## src/rtl/mem_arbiter_pkg.sv

```systemverilog
// rtl/mem_arbiter_pkg.sv - shared core types and byte-lane helpers for the memory arbiter
package mem_arbiter_pkg;

  typedef logic [31:0] word_t;
  typedef logic [3:0]  strb_t;

  typedef enum logic [3:0] {
    REGISTER,
    LOAD_BYTE,
    LOAD_HALF,
    LOAD_WORD,
    LOAD_BYTE_UNSIGNED,
    LOAD_HALF_UNSIGNED,
    STORE_BYTE,
    STORE_HALF,
    STORE_WORD
  } fun_t;

  typedef enum logic [1:0] {IDLE, INST, DATA, FAULT} arb_state_t;

  function automatic logic is_load(fun_t f);
    return f inside {LOAD_BYTE, LOAD_HALF, LOAD_WORD, LOAD_BYTE_UNSIGNED, LOAD_HALF_UNSIGNED};
  endfunction

  function automatic logic is_store(fun_t f);
    return f inside {STORE_BYTE, STORE_HALF, STORE_WORD};
  endfunction

  function automatic strb_t lane_strb(fun_t f, logic [1:0] off);
    strb_t s;
    s = 4'b0000;
    case (f)
      STORE_WORD: s = 4'b1111;
      STORE_HALF: s = off[1] ? 4'b1100 : 4'b0011;
      STORE_BYTE: s = 4'b0001 << off;
      default:    s = 4'b0000;
    endcase
    return s;
  endfunction

  function automatic word_t lane_wdata(fun_t f, word_t w);
    word_t v;
    v = w;
    case (f)
      STORE_HALF: v = {2{w[15:0]}};
      STORE_BYTE: v = {4{w[7:0]}};
      default:    v = w;
    endcase
    return v;
  endfunction

  // Halves are only ever half-aligned here, so off[1] alone picks the half.
  function automatic word_t lane_rdata(fun_t f, logic [1:0] off, word_t r);
    word_t       v;
    logic [7:0]  b;
    logic [15:0] h;
    b = r[{off, 3'b000} +: 8];
    h = r[{off[1], 4'b0000} +: 16];
    v = '0;
    case (f)
      LOAD_WORD:          v = r;
      LOAD_HALF:          v = {{16{h[15]}}, h};
      LOAD_HALF_UNSIGNED: v = {16'h0000, h};
      LOAD_BYTE:          v = {{24{b[7]}}, b};
      LOAD_BYTE_UNSIGNED: v = {24'h000000, b};
      default:            v = '0;
    endcase
    return v;
  endfunction

  function automatic logic is_misaligned(fun_t f, logic [1:0] off);
    logic m;
    m = 1'b0;
    case (f)
      LOAD_WORD, STORE_WORD:                      m = (off != 2'b00);
      LOAD_HALF, LOAD_HALF_UNSIGNED, STORE_HALF:  m = off[0];
      default:                                    m = 1'b0;
    endcase
    return m;
  endfunction

endpackage

```

## src/rtl/mem_arbiter_lane.sv

```systemverilog
// rtl/mem_arbiter_lane.sv - mem_lane: combinational strobe/replicate/extract/extend wrapper
module mem_lane
  import mem_arbiter_pkg::*;
(
  input  logic [3:0]  req_fun,
  input  logic [1:0]  req_off,
  input  logic [31:0] req_wdata,
  output logic [3:0]  req_strb,
  output logic [31:0] req_wdata_rep,
  output logic        req_fault,
  input  logic [3:0]  rsp_fun,
  input  logic [1:0]  rsp_off,
  input  logic [31:0] rsp_rdata,
  output logic [31:0] rsp_rdata_ext
);

  fun_t req_fun_e;
  fun_t rsp_fun_e;

  assign req_fun_e = fun_t'(req_fun);
  assign rsp_fun_e = fun_t'(rsp_fun);

  assign req_strb      = lane_strb(req_fun_e, req_off);
  assign req_wdata_rep = lane_wdata(req_fun_e, req_wdata);
  // Anything that is neither a load nor a store never reaches the bus.
  assign req_fault     = !(is_load(req_fun_e) || is_store(req_fun_e))
                         || is_misaligned(req_fun_e, req_off);
  assign rsp_rdata_ext = lane_rdata(rsp_fun_e, rsp_off, rsp_rdata);

endmodule

```

## src/rtl/mem_arbiter.sv

```systemverilog
// rtl/mem_arbiter.sv - single-port memory bus arbiter between fetch and data with starvation guard
module mem_arbiter
  import mem_arbiter_pkg::*;
#(
  parameter int STARVE_MAX = 4
) (
  input  logic        clk,
  input  logic        resetn,
  input  logic        if_req,
  input  logic [31:0] if_addr,
  output logic        if_gnt,
  output logic        if_rvalid,
  output logic [31:0] if_rdata,
  input  logic        dm_req,
  input  logic [3:0]  dm_fun,
  input  logic [31:0] dm_addr,
  input  logic [31:0] dm_wdata,
  output logic        dm_gnt,
  output logic        dm_rvalid,
  output logic [31:0] dm_rdata,
  output logic        dm_err,
  output logic        mem_valid,
  input  logic        mem_ready,
  output logic        mem_write,
  output logic [31:0] mem_addr,
  output logic [3:0]  mem_strb,
  output logic [31:0] mem_wdata,
  input  logic [31:0] mem_rdata
);

  localparam int CW = $clog2(STARVE_MAX + 1);
  localparam logic [CW-1:0] STARVE_LIM = CW'(STARVE_MAX);

  arb_state_t    state_q, state_d;
  logic [CW-1:0] starve_q, starve_d;
  fun_t          fun_q, fun_d;
  logic [1:0]    off_q, off_d;
  logic          mem_valid_q, mem_valid_d;
  logic          mem_write_q, mem_write_d;
  logic [31:0]   mem_addr_q, mem_addr_d;
  logic [3:0]    mem_strb_q, mem_strb_d;
  logic [31:0]   mem_wdata_q, mem_wdata_d;
  logic          if_rvalid_q, if_rvalid_d;
  logic [31:0]   if_rdata_q, if_rdata_d;
  logic          dm_rvalid_q, dm_rvalid_d;
  logic [31:0]   dm_rdata_q, dm_rdata_d;
  logic          dm_err_q, dm_err_d;

  fun_t          dm_fun_e;
  logic          dm_win;
  logic [3:0]    req_strb;
  logic [31:0]   req_wdata_rep;
  logic          req_fault;
  logic [31:0]   rsp_rdata_ext;

  assign dm_fun_e = fun_t'(dm_fun);

  mem_lane u_lane (
    .req_fun       (dm_fun),
    .req_off       (dm_addr[1:0]),
    .req_wdata     (dm_wdata),
    .req_strb      (req_strb),
    .req_wdata_rep (req_wdata_rep),
    .req_fault     (req_fault),
    .rsp_fun       (fun_q),
    .rsp_off       (off_q),
    .rsp_rdata     (mem_rdata),
    .rsp_rdata_ext (rsp_rdata_ext)
  );

  always_comb begin
    state_d     = state_q;
    starve_d    = starve_q;
    fun_d       = fun_q;
    off_d       = off_q;
    mem_valid_d = mem_valid_q;
    mem_write_d = mem_write_q;
    mem_addr_d  = mem_addr_q;
    mem_strb_d  = mem_strb_q;
    mem_wdata_d = mem_wdata_q;
    if_rvalid_d = 1'b0;
    if_rdata_d  = if_rdata_q;
    dm_rvalid_d = 1'b0;
    dm_rdata_d  = dm_rdata_q;
    dm_err_d    = 1'b0;
    if_gnt      = 1'b0;
    dm_gnt      = 1'b0;
    dm_win      = 1'b0;

    case (state_q)
      IDLE: begin
        // Data normally wins; once it has won STARVE_MAX times over a waiting fetch, fetch goes next.
        dm_win = dm_req && ((starve_q < STARVE_LIM) || !if_req);
        if (dm_win) begin
          dm_gnt = 1'b1;
          if (if_req && (starve_q != STARVE_LIM)) starve_d = starve_q + 1'b1;
          if (req_fault) begin
            state_d     = FAULT;
            dm_rvalid_d = 1'b1;
            dm_err_d    = 1'b1;
            dm_rdata_d  = '0;
          end else begin
            state_d     = DATA;
            mem_valid_d = 1'b1;
            mem_write_d = is_store(dm_fun_e);
            mem_addr_d  = dm_addr & 32'hFFFF_FFFC;
            mem_strb_d  = req_strb;
            mem_wdata_d = req_wdata_rep;
            fun_d       = dm_fun_e;
            off_d       = dm_addr[1:0];
          end
        end else if (if_req) begin
          if_gnt      = 1'b1;
          starve_d    = '0;
          state_d     = INST;
          mem_valid_d = 1'b1;
          mem_write_d = 1'b0;
          mem_addr_d  = if_addr & 32'hFFFF_FFFC;
          mem_strb_d  = 4'b0000;
          mem_wdata_d = '0;
        end
      end
      INST: begin
        if (mem_ready) begin
          mem_valid_d = 1'b0;
          if_rvalid_d = 1'b1;
          if_rdata_d  = mem_rdata;
          state_d     = IDLE;
        end
      end
      DATA: begin
        if (mem_ready) begin
          mem_valid_d = 1'b0;
          dm_rvalid_d = 1'b1;
          dm_rdata_d  = rsp_rdata_ext;
          state_d     = IDLE;
        end
      end
      FAULT:   state_d = IDLE;
      default: state_d = IDLE;
    endcase
  end

  always_ff @(posedge clk or negedge resetn) begin
    if (!resetn) begin
      state_q     <= IDLE;
      starve_q    <= '0;
      fun_q       <= REGISTER;
      off_q       <= 2'b00;
      mem_valid_q <= 1'b0;
      mem_write_q <= 1'b0;
      mem_addr_q  <= '0;
      mem_strb_q  <= 4'b0000;
      mem_wdata_q <= '0;
      if_rvalid_q <= 1'b0;
      if_rdata_q  <= '0;
      dm_rvalid_q <= 1'b0;
      dm_rdata_q  <= '0;
      dm_err_q    <= 1'b0;
    end else begin
      state_q     <= state_d;
      starve_q    <= starve_d;
      fun_q       <= fun_d;
      off_q       <= off_d;
      mem_valid_q <= mem_valid_d;
      mem_write_q <= mem_write_d;
      mem_addr_q  <= mem_addr_d;
      mem_strb_q  <= mem_strb_d;
      mem_wdata_q <= mem_wdata_d;
      if_rvalid_q <= if_rvalid_d;
      if_rdata_q  <= if_rdata_d;
      dm_rvalid_q <= dm_rvalid_d;
      dm_rdata_q  <= dm_rdata_d;
      dm_err_q    <= dm_err_d;
    end
  end

  assign mem_valid = mem_valid_q;
  assign mem_write = mem_write_q;
  assign mem_addr  = mem_addr_q;
  assign mem_strb  = mem_strb_q;
  assign mem_wdata = mem_wdata_q;
  assign if_rvalid = if_rvalid_q;
  assign if_rdata  = if_rdata_q;
  assign dm_rvalid = dm_rvalid_q;
  assign dm_rdata  = dm_rdata_q;
  assign dm_err    = dm_err_q;

endmodule
```

## config.mk

```make
export PLATFORM = sky130hd
export DESIGN_NAME = mem_arbiter
export DESIGN_NICKNAME = d
export VERILOG_FILES = /design/src/rtl/mem_arbiter_pkg.sv /design/src/rtl/mem_arbiter_lane.sv /design/src/rtl/mem_arbiter.sv
export SDC_FILE = /design/constraint.sdc
export NUM_CORES = 1
export LEC_CHECK = 0
export BUFFER_PORTS_ARGS = -buffer_cell sky130_fd_sc_hd__clkbuf_2
export CAP_MARGIN = 20
export CORE_ASPECT_RATIO = 1.1
export CORE_MARGIN = 2
export CORE_UTILIZATION = 54
export DETAILED_ROUTE_END_ITERATION = 7
export PLACE_DENSITY = 0.88
export SLEW_MARGIN = 15
export SYNTH_ARGS = -nofsm -noshare
export SYNTH_HDL_FRONTEND = slang
export SYNTH_HIERARCHICAL = 1
export SYNTH_SLANG_ARGS = --single-unit
```

## constraint.sdc

```tcl
create_clock -name clk -period 2.5 [get_ports clk]
set_input_delay 0.5 -clock clk [delete_from_list [all_inputs] [get_ports clk]]
set_output_delay 0.5 -clock clk [all_outputs]
set_load 0.03 [all_outputs]
```

==> metrics.txt <==
power after layout 12.61 mW; Port-buffer cells 271; Layout Skew 0.009391 ns; cell area after synthesis 7594 sq um; slew at the pin closest to its max-slew limit 0.5765 ns; synthesized instance count 742; largest fanout on the critical path 9; Reg clk slew, reported paths 0.06 ns; number of nets with antenna violations after detailed routing 0; CTS root buffer sky130_fd_sc_hd__clkbuf_16; endpoints failing hold 0; final estimated routing congestion in global placement 0.8491; Post-Synthesis Mean Instance Area 10.23 sq um; count of yosys warnings during synthesis 6; TritonCTS clock tree yes; CTS Sinks 146; headroom to the max-slew limit 61.37%; fraction of final layout cells with drive strength greater than 1 39.21%; portion of the post-synthesis area used by sequential elements 48.11%; most instantiated flip-flop cell in the synthesis netlist sky130_fd_sc_hd__dfrtp_1; share of flip-flops with an asynchronous set or reset 100.0%; drt via density 5.465; final slew viol count 0; setup repair after global routing missed its margin no; routed wire length 21080 um; post-layout net count 1146; top area cells in the synthesized netlist sky130_fd_sc_hd__dfrtp_1, sky130_fd_sc_hd__mux2i_1, sky130_fd_sc_hd__mux2_2; number of flip-flops and latches in the synthesized netlist 146; post-synthesis compound-gate area fraction 8.683%; multiplexer area fraction after synthesis 20.98%; adder and majority gate portion of the synthesized area 0.9886%; number of iterations in the first detailed-routing pass 8; most frequent cell after synthesis sky130_fd_sc_hd__nand2_1; run status finished with violations; core footprint 13790 sq um; post-detail-place hpwl 15900 um; cts bufs inserted 17; final routed DRC violation total 1; vias post-DR 6580; area used by multi-input combinational logic 3455 sq um; crit path DAT 1.74 ns; Non-Filler Cell Area, Final 9768 sq um; final core utilization 70.81%; grt ovf 0; via count of the first global-routing pass 6479; type of origin of the critical path register; die height 128.4 um; kind of capture point of the worst setup path output port; XOR/XNOR share of the synthesized area 0.1153%; maximum vdd ir drop 0.7453 mV; unique cell type count in the Yosys netlist 51; die span in x 117.1 um; type of the tightest min-delay check primary input to async pin; detailed router's first-iteration violation count 488; number of antenna violations at the first check in global routing 1; most frequent cells after synthesis sky130_fd_sc_hd__nand2_1, sky130_fd_sc_hd__dfrtp_1, sky130_fd_sc_hd__mux2i_1; Site Rows 45; CTS H-tree lvls 4; I/O pin total 276; violated checks design-rule violations; Final Critical Period 2.244 ns; max-cap check violation count 0; global-route wire length before repair 32590 um; clock latency of the later-clocked register in the worst-skew pair 0.43 ns; Reg area 3654 sq um; DP Area 9158 sq um; share of the synthesized area in the top cell type 48.11%; number of synthesized flops with an enable pin 0; share of the cycle needed by the critical path after routing 89.76%; setup tns final 0 ns; post-synthesis cell type with the largest combined area sky130_fd_sc_hd__dfrtp_1; largest net degree at the start of global routing 53; simple-gate share of the synthesized area 14.35%; dominant combinational cell family by area after synthesis multiplexers; power density over cell area 1291 nW/um^2; buffers from clock root to sink, at most 2; Leak Pwr 5.064 nW; starting utilization of the core area 55.05%; GRT Total Usage 28.60%; smallest hold slack 0.03251 ns; Post-CTS Setup Bufs 0; final count of negative-setup-slack endpoints 0; overall die area 15030 sq um; mean routed wirelength per cell 17.51 um; Critical Setup Path Class register to output port; highest clock frequency the design can meet 445.6 MHz; count of fill cells added during filler insertion 994; area grow syn2layout 28.64%; data required time of the worst path 2.00 ns
area by class of cell:
class	instances	share of cell area [%]
Multi-Input combinational cell	499	35.37
Tap cell	188	2.408
Inverter	39	1.499
Clock inverter	9	1.345
Antenna cell	1	0.02562
Sequential cell	146	37.40
Timing Repair Buffer	300	17.20
Clock buffer	22	4.752
path summary, 6_finish.rpt:
| kind | from | end | slack [ns] | depth (start not counted) |
|---|---|---|---|---|
| setup / recovery | state_q[0] | if_gnt | 0.26 | 5 |
| hold / removal | resetn | dm_rdata[14] | 0.03 | 1 |
| setup reg to reg | off_q[0] | dm_rdata[24] | 0.51 | 5 |
| hold reg to reg | mem_wdata[24] | mem_wdata[24] | 0.47 | 2 |
| max in group asynchronous | resetn | if_rdata[26] | 1.82 | 2 |
| min in group clk | dm_wdata[6] | mem_wdata[6] | 0.33 | 3 |
sequential cells by signal (all words and copies together) (netlist names), 2 cells and up:
| name | cells |
|---|---|
| fun_q | 4 |
| starve_q | 3 |
| dm_rdata | 32 |
| if_rdata | 32 |
| mem_strb | 4 |
| state_q | 2 |
| mem_wdata | 32 |
| off_q | 2 |
| mem_addr | 30 |
kinds of logic after synthesis:
kind of cell,after synthesis
adder cells (fa/ha/maj),6
other,1
buffers and inverters,98
XOR/XNOR,1
AND/OR/NAND/NOR,244
multiplexers,150
AO/OA/AOI/OAI,96
flip-flops,146
critical path: stages, from the launching register on:
cell	delay [ns]
sky130_fd_sc_hd__dfrtp_1	0.38
sky130_fd_sc_hd__inv_1	0.17
sky130_fd_sc_hd__ha_4	0.26
sky130_fd_sc_hd__nand2_2	0.16
sky130_fd_sc_hd__nor2_1	0.12
sky130_fd_sc_hd__clkbuf_2	0.23
repair_timing:
| action | 4_1_cts | 5_1_grt |
|---|---|---|
| resized for setup | 1 | 1 |
| setup endpoints to repair | 1 | 1 |
| hold buffers | 0 | 0 |
cell usage in the layout (no fill, tap or decap), types with 2 or more instances in the layout:
master                       Yosys  layout
sky130_fd_sc_hd__mux2_2         57      57
sky130_fd_sc_hd__a221o_1         9       9
sky130_fd_sc_hd__nor2b_1        18      17
sky130_fd_sc_hd__ha_1            6       5
sky130_fd_sc_hd__nand3b_1        2       2
sky130_fd_sc_hd__a21oi_1         2       2
sky130_fd_sc_hd__mux2i_1        86      86
sky130_fd_sc_hd__nand4b_1        2       2
sky130_fd_sc_hd__o21bai_1        2       2
sky130_fd_sc_hd__o31ai_1         2       2
sky130_fd_sc_hd__buf_12          0       8
sky130_fd_sc_hd__clkbuf_2        0     270
sky130_fd_sc_hd__mux2_1          6       6
sky130_fd_sc_hd__clkinv_2        0       2
sky130_fd_sc_hd__o221ai_1        7       7
sky130_fd_sc_hd__nand2b_1        4       4
sky130_fd_sc_hd__buf_4          14      21
sky130_fd_sc_hd__inv_1          39      39
sky130_fd_sc_hd__conb_1          1       2
sky130_fd_sc_hd__clkbuf_16       0      17
sky130_fd_sc_hd__clkbuf_8        0       2
sky130_fd_sc_hd__nand3_1        39      39
sky130_fd_sc_hd__nand2_1       159     159
sky130_fd_sc_hd__clkbuf_1       15       3
sky130_fd_sc_hd__clkinvlp_4      0       3
sky130_fd_sc_hd__bufinv_16       0       3
sky130_fd_sc_hd__o21ai_0        62      62
sky130_fd_sc_hd__nor2_1          8       8
sky130_fd_sc_hd__dfrtp_1       146     146
report_power, final:
| part | internal, mW | switching (mW) | leakage [nW] |
|---|---|---|---|
| sequential | 3.33 | 0.624 | 1.87 |
| combinational | 2.11 | 3.97 | 2.91 |
| clock | 1.61 | 0.959 | 0.282 |
| total | 7.06 | 5.55 | 5.06 |
through the flow:
stage | instances | worst slack [ns]
6_report | 1204 | 0.2560
5_1_grt | 1204 | 0.1042
4_1_cts | 1203 | 0.1147
3_5_place_dp | 1172 | -0.06669
3_3_place_gp | 1172 | 0.004875
2_1_floorplan | 743 | 0.07258
per-layer routing:
layer	up-vias	GRT usage (%)	routed length, um
met5	-	0	0
met4	0	12.94	676
met3	51	7.113	1637
met2	362	49.85	10650
met1	3134	33.01	8121
li1	3033	-	-
Note: power is estimated with default switching activity, not from simulation.
